### config.mk
export PLATFORM = sky130hd
export DESIGN_NAME = jt51_pg_acc
export DESIGN_NICKNAME = d
export VERILOG_FILES = /design/src/rtl/jt51_pkg.sv /design/src/rtl/jt51_pg_ring.sv /design/src/rtl/jt51_pg_acc.sv
export SDC_FILE = /design/constraint.sdc
export NUM_CORES = 1
export LEC_CHECK = 0
export CORE_AREA = 8 8 242 198
export CTS_CLUSTER_DIAMETER = 100
export CTS_CLUSTER_SIZE = 16
export DETAILED_ROUTE_END_ITERATION = 16
export DIE_AREA = 0 0 250 206
export PLACE_DENSITY = 0.87
export SYNTH_ARGS = -nofsm -noshare
export SYNTH_HDL_FRONTEND = slang
export SYNTH_SLANG_ARGS = --single-unit
export TNS_END_PERCENT = 5
### constraint.sdc
create_clock -name clk -period 4.1 [get_ports clk]
set_clock_uncertainty 0.05 [all_clocks]
set_input_delay 0.41 -clock clk [delete_from_list [all_inputs] [get_ports clk]]
set_output_delay 0.41 -clock clk [all_outputs]
set_load 0.02 [all_outputs]
### src/rtl/jt51_pkg.sv
// Shared jt51 constants and phase-generator stage bundles.
// Pulled in by the phase accumulator and its ring store.
package jt51_pkg;

    localparam int SLOTS   = 32;
    localparam int ACC_W   = 20;
    localparam int PHINC_W = 17;
    localparam int PH_W    = 10;
    localparam int ADDR_W  = 5;
    localparam int LO_W    = 8;

    typedef struct packed {
        logic [PH_W-1:0]   ph;
        logic [ADDR_W-1:0] slot;
    } pg_s1_t;

    typedef struct packed {
        logic              sign;
        logic [LO_W-1:0]   phlo;
        logic [ADDR_W-1:0] addr;
        logic [ADDR_W-1:0] slot;
    } pg_s2_t;

    // Fold a 10-bit phase onto the quarter-wave table.
    function automatic pg_s2_t pg_mirror(input pg_s1_t s);
        pg_s2_t          r;
        logic [LO_W-1:0] m;
        m      = s.ph[8] ? ~s.ph[LO_W-1:0] : s.ph[LO_W-1:0];
        r.sign = s.ph[PH_W-1];
        r.phlo = m;
        r.addr = m[ADDR_W:1];
        r.slot = s.slot;
        return r;
    endfunction

endpackage

### src/rtl/jt51_pg_ring.sv
// Width x depth shift register with clock enable and async clear.
// The tail word is the oldest entry, presented back to the accumulator.
module jt51_pg_ring
    import jt51_pkg::*;
#(
    parameter int W     = ACC_W,
    parameter int DEPTH = SLOTS
) (
    input  logic         clk,
    input  logic         rst_n,
    input  logic         cen,
    input  logic [W-1:0] din,
    output logic [W-1:0] dout
);

    logic [W-1:0] r_mem [DEPTH];

    always_ff @(posedge clk or negedge rst_n) begin
        if (!rst_n) begin
            for (int i = 0; i < DEPTH; i++) begin
                r_mem[i] <= '0;
            end
        end else if (cen) begin
            r_mem[0] <= din;
            for (int i = 1; i < DEPTH; i++) begin
                r_mem[i] <= r_mem[i-1];
            end
        end
    end

    assign dout = r_mem[DEPTH-1];

endmodule

### src/rtl/jt51_pg_acc.sv
// Per-slot phase accumulator with phase modulation and a two-stage
// quarter-wave address pipeline feeding the sine ROM.
module jt51_pg_acc
    import jt51_pkg::*;
(
    input  logic               clk,
    input  logic               rst_n,
    input  logic               cen,
    input  logic               zero,
    input  logic [PHINC_W-1:0] phinc,
    input  logic               keyon,
    input  logic [PH_W-1:0]    pm,
    output logic [PH_W-1:0]    ph,
    output logic [ADDR_W-1:0]  rom_addr,
    output logic [LO_W-1:0]    phlo,
    output logic               sign,
    output logic [ADDR_W-1:0]  slot,
    output logic               valid
);

    logic [ACC_W-1:0]  w_acc;
    logic [ACC_W-1:0]  w_next;
    logic [ADDR_W-1:0] w_slot_in;
    pg_s1_t            w_s1;

    logic [ADDR_W-1:0] r_cnt;
    pg_s1_t            r_s1;
    pg_s2_t            r_s2;
    logic              r_v1;
    logic              r_valid;

    jt51_pg_ring #(
        .W     (ACC_W),
        .DEPTH (SLOTS)
    ) u_ring (
        .clk   (clk),
        .rst_n (rst_n),
        .cen   (cen),
        .din   (w_next),
        .dout  (w_acc)
    );

    always_comb begin
        w_slot_in = zero ? '0 : r_cnt;
        w_next    = '0;
        if (!keyon) begin
            w_next = w_acc + {{(ACC_W-PHINC_W){1'b0}}, phinc};
        end
        w_s1.ph   = w_next[ACC_W-1:ACC_W-PH_W] + pm;
        w_s1.slot = w_slot_in;
    end

    // Slot label and valid flag track the data through both stages.
    always_ff @(posedge clk or negedge rst_n) begin
        if (!rst_n) begin
            r_cnt   <= '0;
            r_s1    <= '0;
            r_s2    <= '0;
            r_v1    <= 1'b0;
            r_valid <= 1'b0;
        end else if (cen) begin
            r_cnt   <= w_slot_in + 1'b1;
            r_s1    <= w_s1;
            r_s2    <= pg_mirror(r_s1);
            r_v1    <= 1'b1;
            r_valid <= r_v1;
        end
    end

    assign ph       = r_s1.ph;
    assign rom_addr = r_s2.addr;
    assign phlo     = r_s2.phlo;
    assign sign     = r_s2.sign;
    assign slot     = r_s2.slot;
    assign valid    = r_valid;

endmodule

==> summary.md <==
| Metric | Value |
|---|---|
| Outcome | completed |
| Largest family of logic cells by synthesized area | multiplexers |
| Setup TNS Final | 0 ns |
| CTS root buf | clkbuf_16 |
| Final Total Pwr | about 17 mW |
| Gr ovfl total | 0 |
| Final RePlAce weighted congestion | 0.891 |
| FF-to-FF Start | u_ring.dout[0] |
| Synth Area in Compound Gates | 2.94% |
| GRT Util Overall | 17.2% |
| CTS H-tree lvls | 2 |
| Share of the synthesized area in the top cell type | between 60 and 70% |
| Largest cells by area after synthesis | dfrtp_1 64%, mux2_2 27%, ha_1 1.3% |
| Worst Setup End Kind | register |
| CP Data Arrival Time | between 4 and 5 ns |
| Clock Pin Slew Worst Setup and Hold Paths | 0.07 ns |
| Clock sink total | roughly 680 |
| Crit path kind | register to register |
| Worst hold path class | input port to register |
| Remaining DRCs | 0 |
| Port-buffer cells | just over 60 |
| I/O pin count | 62 |
| Post-synth top area cell | dfrtp_1 |
| Yosys reg bits | 676 |
| Crit Path Max Fanout | 2 |
| Final Cycle Share | between 90% and 100% |
| Final Hold Viols | 0 |
| Util after Layout | 66.9% |
| Setup Viol. Count Final | 0 |
| Tmin final | just under 4 ns |
| Vias per cell | 5.62 |
| Layout Area Growth over Synthesis | 11.0% |
| TritonCTS clock tree | done |
| Min-delay src | cen |
| Leading cell type in the layout, fill and taps excluded | dfrtp_1 |
| Total core area | approximately 44000 sq um |
| Syn Area/Cell | 15.8 sq um |
| Static leakage | 14.3 nW |
| Req. time, crit path | 4.52 ns |
| Most frequent cells in the layout | 674 x dfrtp_1, 636 x mux2_2, 69 x buf_4, 59 x clkdlybuf4s50_1, 48 x clkbuf_16 |
| Synthesis warning total | 0 |
| Layout net count | 1833 |
| Synth Flop Type | dfrtp_1 |
| Synth async-reset ratio | 100% |
| First-pass GRT wire length | 73700 microns |
| Simple-Gate Fraction of Synth Area | 1.58% |
| Power per Cell Area | 573 nW/um^2 |
| Initial DRT Pass Iterations | 5 |
| CP Cell Sequence | ha_2, fa_2, a211oi_4, o211ai_2, nand3_1, and2_4, xor2_2, nor2_1, ha_2, fa_2, a21o_1, a21oi_2, o21bai_1, a211o_1, a31oi_1, xnor2_1, mux2_2 |
| Fraction of layout cells with a size suffix above 1 | 45.2% |
| Max clock buf depth | 3 |
| CP max stage cell | dfrtp_2 |
| Worst slew margin | 33.3% |
| Placement row count | 69 |
| Max Cap Viol | 0 |
| PnR worst setup slack | ~0.19 ns |
| Drt total wl | 42700 microns |
| TritonCTS buffer count | 48 |
| DIE AREA | 51500 sq um |
| Die X | 250 microns |
| Fill cell count | 2828 |
| Adder-Cell Fraction of Synth Area | under 10% |
| Antenna Cells | 0 |
| Vias in the first global route | between 10000 and 15000 |
| DRT antenna net count | 0 |
| XOR/XNOR Fraction of Synth Area | less than 1% |
| Fmax | 0.256 GHz |
| Number of synthesized flops with an enable pin | 0 |
| Sequential fraction of the synthesis area | 64.0% |
| Largest net degree at the start of global routing | 140 |
| Routed len/inst | 18.3 microns |
| Starting Density | ~60% |
| Vias | 13200 |
| Initial DRC count | ~790 |
| Peak VDD IR | about 0.00036 V |
| Setup WS pre-CTS | -0.375 ns |
| Height of the die | around 210 microns |
| Synth Net Count | around 1700 |
| Initial antenna violation count | 0 |
| Worst-margin pin slew | around 1 ns |
| Synth Cell Area | 26400 sq um |
| Worst skew pair latency | 0.58 ns |
| Worst setup path start | u_ring.dout[0] |
| HPWL after detailed placement | 26500 microns |
| Yosys cell types | 55 |
| CP peak stage delay | 0.46 ns |
| Slew Viols, Final | 0 |
| Critical Path Source Type | register |
| Mux cell area share after synthesis | 27.1% |
| Post-Synthesis Cells | 1678 |
[cell usage after synthesis, drive strengths merged (7+ instances only)]
| master | count |
|---|---|
| a21oi | 33 |
| xnor2 | 23 |
| buf | 60 |
| clkbuf | 37 |
| dfrtp | 676 |
| a21o | 10 |
| a211oi | 8 |
| mux2 | 636 |
| nand2 | 14 |
| nand3 | 8 |
| nor2 | 27 |
| o21ai | 20 |
| nor3 | 9 |
| o2bb2ai | 7 |
| inv | 12 |
| ha | 27 |
[worst max-delay path: cells and delay by family, from the launching register on]
| kind | cells | cell delay [ns] |
|---|---|---|
| mux | 1 | 0.25 |
| simple gates | 3 | 0.34 |
| compound gates | 7 | 1.33 |
| fa+ha+maj | 4 | 1.12 |
| xor+xnor | 2 | 0.22 |
| flops | 1 | 0.46 |
[metrics by stage]
| stage | cells | hold slack (ns) | instance area [sq um] |
|---|---|---|---|
| 2_1_floorplan | 1678 | 0.0644 | 26400 |
| 3_3_place_gp | 2287 | 0.394 | 28000 |
| 3_5_place_dp | 2287 | 0.407 | 28000 |
| 4_1_cts | 2341 | 0.347 | 29300 |
| 5_1_grt | 2341 | 0.385 | 29300 |
| 6_report | 2341 | 0.379 | 29300 |
[power breakdown]
part | total [mW] | switching (mW) | internal [mW]
clock | 4.19 | 2.10 | 2.09
sequential | 9.69 | 1.04 | 8.65
combinational | 2.93 | 1.06 | 1.87
[layer usage]
metal / wire length [microns] / GRT usage, % / vias to the layer above
met4: 925 / 5.21 / 0
met3: 1720 / 2.93 / 69
met5: 0 / 0 / -
met1: 20200 / 24.6 / 6803
li1: - / - / 6099
met2: 19800 / 27.1 / 180
[layout make-up]
cell class	count	area (sq um)	area share (%)
clock inverter	3	41.3	0.141
multi-input combinational	892	9080	30.9
timing repair buffer	141	1350	4.60
clock buffer	48	1200	4.09
inverter	13	48.8	0.166
sequential	676	16900	57.6
tap	568	711	2.42
[final timing paths]
path	endpoint	slack (ns)	cells past startpoint
setup reg to reg	ph[8]	0.19	17
min in group asynchronous	u_ring.r_mem[397]	0.47	2
hold / removal	u_ring.r_mem[639]	0.38	2
setup / recovery	ph[8]	0.19	17
max in group asynchronous	u_ring.r_mem[160]	2.40	3
hold reg to reg	r_v1	0.43	1
[cells by family (layout without fill, tap and decap cells)]
logic type	after synthesis	in the layout
multiplexers	637	637
AND/OR/NAND/NOR	84	84
buffers and inverters	110	205
adder cells (fa/ha/maj)	29	29
flip-flops	676	676
XOR/XNOR	28	28
AO/OA/AOI/OAI	114	114
[what timing repair did]
item,in CTS,in global routing
cloned,0,0
hold endpoints to repair,115,0
setup buffers,2,0
pin swaps,2,5
hold buffers,1,0
setup endpoints to repair,2,3
gates resized for setup,4,19
[registers in the layout, summed over array words and instances, names as in the netlist]
name,flops
ph,10
valid,1
slot,5
u_ring.r_mem,620
sign,1
u_ring.dout,20
r_s1,5
r_cnt,5
r_v1,1
phlo,8
Note: power is estimated with default switching activity, not from simulation.
